===== config.mk =====
export PLATFORM = sky130hd
export DESIGN_NAME = fir_decim_fifo
export DESIGN_NICKNAME = d
export VERILOG_FILES = /design/src/rtl/fir_decim_fifo.sv
export SDC_FILE = /design/constraint.sdc
export NUM_CORES = 1
export LEC_CHECK = 0
export CAP_MARGIN = 30
export CORE_UTILIZATION = 50
export DETAILED_ROUTE_END_ITERATION = 10
export DONT_BUFFER_PORTS = 1
export GPL_TIMING_DRIVEN = 1
export PLACE_DENSITY = 0.76
export SLEW_MARGIN = 20
export SYNTH_ARGS = -nofsm -noshare
export SYNTH_HDL_FRONTEND = slang
export SYNTH_SLANG_ARGS = --single-unit
export TNS_END_PERCENT = 1

===== constraint.sdc =====
create_clock -name clk -period 4.6 [get_ports clk]
set_input_delay 0.92 -clock clk [delete_from_list [all_inputs] [get_ports clk]]
set_output_delay 0.92 -clock clk [all_outputs]
set_load 0.05 [all_outputs]

===== src/rtl/fir_decim_fifo.sv =====
// -----------------------------------------------------------------------------
// fir_decim_fifo
//
// Output stage that sits right after the hcub FIR filter. Incoming samples
// are decimated by accumulate-and-dump. Each dumped sum is rounded
// (round-half-up), arithmetically shifted, saturated to OUT_W bits, and then
// queued in a small first-word-fall-through FIFO. The FIFO feeds the
// consumer through a valid/ready handshake.
//
// Parameters:
//   IN_W       width of the signed input sample
//   OUT_W      width of the signed output word
//   DECIM      decimation factor (>= 2)
//   SHIFT      arithmetic right shift after accumulation (0 = no shift/round)
//   FIFO_DEPTH output FIFO entries (power of 2, >= 2)
//
// Ports:
//   clk        rising-edge clock
//   rst        asynchronous active-low reset
//   y_in       signed sample from the filter
//   en         y_in is valid this cycle
//   clr        synchronous flush of accumulator, phase, FIFO and ovf
//   m_data     signed FIFO head word (combinational from the read pointer)
//   m_valid    FIFO is non-empty
//   m_ready    consumer accepts m_data this cycle
//   fifo_level current number of FIFO entries
//   ovf        sticky flag: a dump was dropped because the FIFO was full
//   sat_cnt    (FIR_DECIM_SATCNT_EN only) saturating count of clipped dumps
//
// Optional feature macro: FIR_DECIM_SATCNT_EN adds the sat_cnt port and its
// counter. When the macro is undefined, the port and the counter are absent.
// -----------------------------------------------------------------------------
module fir_decim_fifo #(
    parameter int IN_W       = 10,
    parameter int OUT_W      = 8,
    parameter int DECIM      = 4,
    parameter int SHIFT      = 2,
    parameter int FIFO_DEPTH = 8,
    localparam int LVL_W     = $clog2(FIFO_DEPTH + 1)
) (
    input  logic                    clk,
    input  logic                    rst,
    input  logic signed [IN_W-1:0]  y_in,
    input  logic                    en,
    input  logic                    clr,
    output logic signed [OUT_W-1:0] m_data,
    output logic                    m_valid,
    input  logic                    m_ready,
    output logic [LVL_W-1:0]        fifo_level,
    output logic                    ovf
`ifdef FIR_DECIM_SATCNT_EN
    ,
    output logic [15:0]             sat_cnt
`endif
);

    localparam int ACC_W = IN_W + $clog2(DECIM) + 1;
    localparam int PH_W  = $clog2(DECIM);
    localparam int AW    = $clog2(FIFO_DEPTH);
    // One extra bit so that adding the rounding constant cannot wrap.
    localparam int RW    = ACC_W + 1;

    localparam logic [PH_W-1:0]       LAST_PHASE = PH_W'(DECIM - 1);
    localparam logic signed [RW-1:0]  SAT_MAX    = RW'((1 << (OUT_W - 1)) - 1);
    localparam logic signed [RW-1:0]  SAT_MIN    = RW'(-(1 << (OUT_W - 1)));
    localparam logic [LVL_W-1:0]      FULL_LVL   = LVL_W'(FIFO_DEPTH);

    logic signed [ACC_W-1:0] acc;
    logic signed [ACC_W-1:0] sum;
    logic        [PH_W-1:0]  phase;
    logic                    dump;

    logic signed [RW-1:0]    sum_ext;
    logic signed [RW-1:0]    rounded;
    logic signed [OUT_W-1:0] sat_word;
    logic                    clipped;

    logic signed [OUT_W-1:0] mem [FIFO_DEPTH];
    logic [AW-1:0]           wr_ptr;
    logic [AW-1:0]           rd_ptr;
    logic [LVL_W-1:0]        level;
    logic                    full;
    logic                    pop;
    logic                    push_ok;
    logic                    drop;

    // Running sum including the current sample. On a dump cycle this value
    // is the complete block total.
    assign sum     = acc + {{(ACC_W - IN_W){y_in[IN_W-1]}}, y_in};
    assign dump    = en && (phase == LAST_PHASE);
    assign sum_ext = {sum[ACC_W-1], sum};

    // Round-half-up: add half an LSB of the shifted result, then shift
    // arithmetically. This rounds toward +inf on exact ties.
    generate
        if (SHIFT == 0) begin : g_no_shift
            assign rounded = sum_ext;
        end else begin : g_shift
            localparam logic signed [RW-1:0] HALF = RW'(1) <<< (SHIFT - 1);
            assign rounded = (sum_ext + HALF) >>> SHIFT;
        end
    endgenerate

    // Clamp the rounded value into the signed OUT_W range. Also flag when
    // clipping happened so the saturation counter can see it.
    always_comb begin
        clipped  = 1'b0;
        sat_word = rounded[OUT_W-1:0];
        if (rounded > SAT_MAX) begin
            sat_word = SAT_MAX[OUT_W-1:0];
            clipped  = 1'b1;
        end else if (rounded < SAT_MIN) begin
            sat_word = SAT_MIN[OUT_W-1:0];
            clipped  = 1'b1;
        end
    end

    // Accumulate-and-dump state. The dump cycle does not store the sum; it
    // restarts the block from zero. The word is pushed to the FIFO instead.
    always_ff @(posedge clk or negedge rst) begin
        if (!rst) begin
            acc   <= '0;
            phase <= '0;
        end else if (clr) begin
            acc   <= '0;
            phase <= '0;
        end else if (en) begin
            if (phase == LAST_PHASE) begin
                acc   <= '0;
                phase <= '0;
            end else begin
                acc   <= sum;
                phase <= phase + 1'b1;
            end
        end
    end

    // FIFO handshake. A push into a full FIFO is still accepted when the
    // head is popped in the same cycle. The slot being freed is the one
    // the write pointer already points at.
    assign full    = (level == FULL_LVL);
    assign m_valid = (level != '0);
    assign pop     = m_valid && m_ready;
    assign push_ok = dump && (!full || pop);
    assign drop    = dump && full && !pop;

    // Storage, pointers, level and the sticky overflow flag. The memory is
    // reset so that m_data is never X, even before the first word arrives.
    // clr leaves the memory alone. m_data is don't-care while m_valid is
    // low, and the old contents are still defined values.
    always_ff @(posedge clk or negedge rst) begin
        if (!rst) begin
            for (int i = 0; i < FIFO_DEPTH; i++) begin
                mem[i] <= '0;
            end
            wr_ptr <= '0;
            rd_ptr <= '0;
            level  <= '0;
            ovf    <= 1'b0;
        end else if (clr) begin
            wr_ptr <= '0;
            rd_ptr <= '0;
            level  <= '0;
            ovf    <= 1'b0;
        end else begin
            if (push_ok) begin
                mem[wr_ptr] <= sat_word;
                wr_ptr      <= wr_ptr + 1'b1;
            end
            if (pop) begin
                rd_ptr <= rd_ptr + 1'b1;
            end
            case ({push_ok, pop})
                2'b10:   level <= level + 1'b1;
                2'b01:   level <= level - 1'b1;
                default: level <= level;
            endcase
            if (drop) begin
                ovf <= 1'b1;
            end
        end
    end

    assign m_data     = mem[rd_ptr];
    assign fifo_level = level;

`ifdef FIR_DECIM_SATCNT_EN
    // Counts every dump that was clipped, including words that were then
    // dropped on overflow. The count holds at all-ones instead of wrapping.
    always_ff @(posedge clk or negedge rst) begin
        if (!rst) begin
            sat_cnt <= '0;
        end else if (clr) begin
            sat_cnt <= '0;
        end else if (dump && clipped && (sat_cnt != 16'hFFFF)) begin
            sat_cnt <= sat_cnt + 16'd1;
        end
    end
`endif

endmodule


==> impl_metrics.env, run 1 <==
export IMPL_totalPowerFinal_uw=2340
export IMPL_syn_nets=569
export IMPL_avgSynthCellArea_um2=9.73
export IMPL_vias=4161
export IMPL_synth_flop_cell="dfrtp_1"
export IMPL_final_util_pct=55.7
export IMPL_combPwrFrac_pct=38.5
export IMPL_worstSetupPathType="in -> reg"
export IMPL_portBuffers=0
export IMPL_final_cell_mix="nor2_1 (90), dfrtp_1 (90), a21oi_1 (71), nand2_1 (55), ha_1 (18)"
export IMPL_post_cts_buffers=0
export IMPL_synth_cell_types=62
export IMPL_fin_tns_setup_ps=0
export IMPL_num_rows=36
export IMPL_maxCapViolations=0
export IMPL_status="finished, final reports clean"
export IMPL_place_gp_congestion=0.866
export IMPL_hold_path_class="in -> async"
export IMPL_nets=567
export IMPL_grt_pass1_wl_mm=20.4
export IMPL_timing_critical_path_buf_inv=1
export IMPL_leakage_uw=0.00248
export IMPL_required_ps=4870
export IMPL_hold_violations=0
export IMPL_antenna_found_initial=0
export IMPL_ys_async_sr_fraction_pct=100
export IMPL_hold_buffers=0
export IMPL_wl_per_cell_um=17.9
export IMPL_p_sw_share_pct=41.3
export IMPL_clkPwrFrac_pct=21.5
export IMPL_intPower_uw=1380
export IMPL_synthesis_instances=534
export IMPL_dieArea_um2=10800
export IMPL_first_global_vias=4132
export IMPL_start_util_pct=52.4
export IMPL_slowest_stage="or4b_4"
export IMPL_seq_area_frac_synth_pct=43.3
export IMPL_drc=0
export IMPL_worstMarginPinSlew_ps=833
export IMPL_track_usage_pct=23.5
export IMPL_cts_buffer_depth=2
export IMPL_antenna_cells=0
export IMPL_root_buffer="clkbuf_8"
export IMPL_finalSetupViolCount=0
export IMPL_core_um2=9910
export IMPL_worstPathMaxFanout=9
export IMPL_ys_warn_count=0
export IMPL_area_delta_synth_final_pct=6.21
export IMPL_cts_buffers=9
export IMPL_die_width_um=104
export IMPL_cts_sinks=90
export IMPL_cp_depth=11
export IMPL_crit_path_frequent_cell="a21oi_1"
export IMPL_post_cts_resize_count=0
export IMPL_maxSlewHeadroom_pct=44.1
export IMPL_ant_nets=0
export IMPL_die_y_um=104
export IMPL_peakVddDrop_uv=269
export IMPL_clkLatencyLatePin_ps=370
export IMPL_crit_path_start_kind="primary input"
export IMPL_cpLargestDelayFamily="compound AO/OA/AOI/OAI gates"
export IMPL_grt_max_degree=91
export IMPL_drt_total_wl_mm=12.0
export IMPL_slowest_delay_ps=580
export IMPL_power_frac_seq_pct=40.0
export IMPL_cts_tree="done"
export IMPL_drt_first_pass_iters=7
export IMPL_rsz0062_at_grt="false"
export IMPL_max_freq_ghz=0.254
export IMPL_power_density_nw_per_um2=425
export IMPL_switchingPower_uw=968
export IMPL_drive_gt1_share_pct=11.9
export IMPL_drt_iter0_markers=294
export IMPL_cp_arrival_ps=4210
export IMPL_grt_overflow=0
export IMPL_worstSetupEndpointType="flop"
export IMPL_reg2regPathDepth=11
export IMPL_min_period_ps=3940
export IMPL_ios=29
export IMPL_synthesis_area_um2=5200
export IMPL_clk_pin_slew_ps=90
export IMPL_timing_final_crit_share_pct=85.6
export IMPL_viasPerCell=6.22
export IMPL_skew_ps=10.2
export IMPL_ys_seq_elements=90
export IMPL_synth_edf_count=0
export IMPL_cts_max_level=3
export IMPL_dpl_hpwl_mm=8.63
export IMPL_cp_cell_sequence="ha_1 -> inv_1 -> fa_1 -> nand2b_1 -> a21oi_1 -> a21oi_1 -> or4b_4 -> and3b_1 -> a31o_1 -> a211oi_4 -> o31ai_1"
export IMPL_drv_slew=0
## stage by stage
stage | setup slack (ps) | hold WS (ps) | cells | instance area, µm²
detailed placement | 347 | 463 | 653 | 5330
global placement | 443 | 454 | 652 | 5320
global route | 575 | 215 | 669 | 5520
floorplan | 861 | 441 | 534 | 5200
finish | 660 | 240 | 669 | 5520
CTS | 721 | 222 | 668 | 5510
## power by group through the flow
stage / clock network [µW] / registers, µW / logic, µW
after floorplan: 0 / 916 / 745
after global placement: 0 / 967 / 840
after detailed placement: 0 / 952 / 889
after CTS: 513 / 938 / 894
after global routing: 546 / 948 / 975
final: 504 / 937 / 902
## logic make-up after synthesis
group / after synthesis / share of synthesized area [%]
fa+ha+maj: 20 / 5.10
xor+xnor: 16 / 2.70
flops: 90 / 43.3
mux: 28 / 9.46
buf+inv: 34 / 2.58
compound gates: 147 / 19.7
simple gates: 199 / 17.1
## path summary, 6_finish.rpt
check | from | slack [ps] | to
setup / recovery | y_in[0] | 660 | mem[24]
min in group clk | mem[8] | 480 | mem[8]
setup reg to reg | acc[0] | 830 | mem[24]
hold / removal | rst | 240 | acc[2]
max in group asynchronous | rst | 4220 | acc[6]
hold reg to reg | mem[8] | 480 | mem[8]
## flip-flops by register name (all words and copies together), names as in the netlist
signal / count
phase: 2
acc: 13
rd_ptr: 3
mem: 64
ovf: 1
wr_ptr: 3
fifo_level: 4
## layout make-up
type / count / area [µm²]
well taps: 133 / 166
multi-input cells: 410 / 2810
flip-flops and latches: 90 / 2250
inverters: 14 / 52.6
clock buffers: 11 / 151
fillers: 868 / 4390
clock inverters: 4 / 26.3
repair buffers: 7 / 60.1
## cell usage after synthesis, types with 2 or more instances
master | instances | area, µm²
xor2_1 | 8 | 70.1
inv_1 | 14 | 52.6
and2_1 | 7 | 43.8
a22oi_1 | 11 | 82.6
mux2i_1 | 3 | 30.0
or3_1 | 6 | 37.5
ha_1 | 18 | 225
buf_1 | 3 | 11.3
o211ai_1 | 3 | 22.5
and3_1 | 2 | 12.5
mux2_2 | 9 | 101
nand2b_1 | 4 | 25.0
mux4_2 | 16 | 360
nor3_1 | 9 | 45.0
clkbuf_1 | 14 | 52.6
a211oi_1 | 5 | 37.5
a211oi_2 | 8 | 100
dfrtp_1 | 90 | 2250
o211a_1 | 3 | 30.0
o21ai_0 | 7 | 35.0
and4_1 | 2 | 17.5
nand2_1 | 55 | 206
a21oi_1 | 71 | 355
nand3_1 | 8 | 40.0
buf_2 | 2 | 10.0
a21o_1 | 3 | 22.5
xnor2_1 | 8 | 70.1
nand4_1 | 2 | 12.5
fa_1 | 2 | 40.0
o21a_1 | 3 | 22.5
o21ai_1 | 4 | 20.0
a211oi_4 | 3 | 60.1
o31ai_1 | 9 | 67.6
nor2b_1 | 5 | 31.3
nor2_1 | 90 | 338
## layer usage
| metal | up-vias | global-route usage [%] | wire length (µm) |
|---|---|---|---|
| li1 | 1923 | - | - |
| met1 | 2088 | 31.5 | 5350 |
| met2 | 130 | 38.2 | 5760 |
| met3 | 20 | 5.01 | 671 |
| met4 | 0 | 7.96 | 214 |
| met5 | - | 0 | 0 |
Power figures use the tool's default switching activity.
==> run 2: changes to the inputs <==
Settings changed: ABC_AREA from default to 1, CORE_UTILIZATION 50 to 40, PLACE_DENSITY 0.76 to 0.65.
==> run 2 against run 1 <==
Effect of this change: power increased by 23%; synthesized cell count grew 40%; worst hold slack gained 28 ps; sequential cell count unchanged; critical endpoint is now mem[45]; area after synthesis grew 2.5%; maximum frequency rose by 19%; critical path type unchanged; critical path depth rose by 8; sequential share of layout area shrank 2.8 points; die area up 28%; clock skew grew 1.4 ps.
==> impl_metrics.env, run 2 <==
export IMPL_status="finished, final reports clean"
export IMPL_drt_first_pass_iters=5
export IMPL_num_rows=41
export IMPL_timing_hold_ws_ps=268
export IMPL_yosysTopAreaCell="dfrtp_1"
export IMPL_min_period_ps=3310
export IMPL_final_common_cell="nand2_1"
export IMPL_peakVddDrop_uv=348
export IMPL_dieArea_um2=13800
export IMPL_die_width_um=117
export IMPL_vias=4790
export IMPL_yosys_top_cells_area="dfrtp_1 (42%), nand2_1 (18%), nor2_1 (6.9%), o21ai_0 (5.5%), inv_1 (4.6%)"
export IMPL_portBuffers=0
export IMPL_post_cts_buffers=0
export IMPL_crit_path_start_kind="primary input"
export IMPL_clk_pin_slew_ps=60
export IMPL_ant_nets=0
export IMPL_crit_start="y_in[0]"
export IMPL_die_y_um=117
export IMPL_synth_cell_types=31
export IMPL_grt_overflow=0
export IMPL_avgSynthCellArea_um2=7.14
export IMPL_drt_total_wl_mm=13.7
export IMPL_cts_tree="done"
export IMPL_power_density_nw_per_um2=486
export IMPL_fin_tns_setup_ps=0
export IMPL_synth_edf_count=0
export IMPL_largest_register="mem"
export IMPL_leakage_uw=0.00313
export IMPL_fin_ws_ps=1290
export IMPL_clkLatencyLatePin_ps=340
export IMPL_wl_per_cell_um=14.6
export IMPL_cts_buffer_depth=2
export IMPL_hold_path_class="in -> async"
export IMPL_largest_reg_flops=64
export IMPL_worstPathMaxFanout=14
export IMPL_ys_async_sr_fraction_pct=100
export IMPL_place_gp_congestion=0.841
export IMPL_drv_slew=0
export IMPL_timing_final_crit_share_pct=72.0
export IMPL_dpl_hpwl_mm=9.22
export IMPL_synthesis_instances=746
export IMPL_hold_violations=0
export IMPL_first_global_vias=4609
export IMPL_core_um2=12800
export IMPL_worstSetupPathType="in -> reg"
export IMPL_ios=29
export IMPL_final_cell_mix="nand2_1 (261), nor2_1 (98), dfrtp_1 (90), inv_1 (65), o21ai_0 (59)"
export IMPL_synth_top_cells_by_count="nand2_1 (261), nor2_1 (98), dfrtp_1 (90), inv_1 (65), o21ai_0 (59)"
export IMPL_synth_flop_cell="dfrtp_1"
export IMPL_maxSlewHeadroom_pct=48.8
export IMPL_cts_sinks=90
export IMPL_worstMarginPinSlew_ps=766
export IMPL_start_util_pct=41.5
export IMPL_viasPerCell=5.10
export IMPL_cp_arrival_ps=3590
export IMPL_root_buffer="clkbuf_16"
export IMPL_nets=797
export IMPL_ys_seq_elements=90
export IMPL_post_cts_resize_count=0
export IMPL_num_fill_cells=1313
export IMPL_worstSetupEndpointType="flop"
export IMPL_drt_iter0_markers=395
export IMPL_skew_ps=11.7
export IMPL_maxCapViolations=0
export IMPL_rsz0062_at_grt="false"
export IMPL_grt_pass1_wl_mm=23.2
export IMPL_grt_max_degree=91
export IMPL_drc=0
export IMPL_seq_area_frac_synth_pct=42.3
export IMPL_cts_max_level=3
export IMPL_syn_nets=781
export IMPL_dp_slack_ps=945
export IMPL_required_ps=4880
export IMPL_synthesis_area_um2=5330
export IMPL_max_freq_ghz=0.302
export IMPL_drive_gt1_share_pct=9.00
export IMPL_antenna_found_initial=0
export IMPL_hold_buffers=0
export IMPL_final_util_pct=46.2
export IMPL_area_delta_synth_final_pct=11.2
export IMPL_ys_warn_count=0
export IMPL_antenna_cells=0
export IMPL_yosysMostFrequentCell="nand2_1"
export IMPL_track_usage_pct=21.1
export IMPL_rr_startpoint="fifo_level[3]"
export IMPL_cts_buffers=9
export IMPL_finalSetupViolCount=0
export IMPL_synth_top_area_share_pct=42.3
## run 2: layout make-up
type,instances,area [µm²],area share [%]
clock inverter,5,38.8,0.655
inverter,77,289,4.88
sequential,90,2250,38.0
multi-input combinational,566,2730,46.1
tap,172,215,3.63
timing repair buffer,18,155,2.62
clock buffer,11,243,4.10
## run 2: critical path, stage by stage
cell and delay (ps):
ha_1 210, inv_1 70, fa_1 370, nand2_1 80, nand2_1 80, inv_1 70
ha_1 190, nand3_2 110, nor2_4 140, nand3_2 120, nor2_2 150, nand3_1 120
nand2_2 190, inv_1 80, nand2_2 250, nand2_1 120, nand2_2 160, nand2_1 70
nand2_1 80
## run 2: metal layers
layer,vias up,global-route usage (%),routed length (µm)
met5,-,0,0
met4,0,4.30,117
met3,12,4.38,876
met2,121,32.7,6200
met1,2245,30.2,6520
li1,2412,-,-
## run 2: worst paths after layout
check,end,slack [ps],depth (start not counted)
min reg2reg,mem[49],480,2
max reg2reg,mem[47],1480,13
min in group clk,mem[49],480,2
max,mem[45],1290,19
min,acc[11],270,0
max in group asynchronous,mem[57],4190,0
## run 2: kinds of logic after synthesis
kind of cell	share of synthesized area, %
buf+inv	6.48
compound gates	9.42
simple gates	35.0
fa+ha+maj	4.98
xor+xnor	1.79
flops	42.3
## run 2: stage by stage
stage | cell area [µm²] | instances | total power [µW]
floorplan | 5330 | 746 | 1900
global placement | 5610 | 922 | 2170
detailed placement | 5640 | 923 | 2190
CTS | 5920 | 939 | 2890
global route | 5920 | 939 | 3070
finish | 5920 | 939 | 2880
## run 2: report_power, final
group	internal, µW	switching, µW
Clock	383	312
Combinational	371	842
Sequential	873	96.7
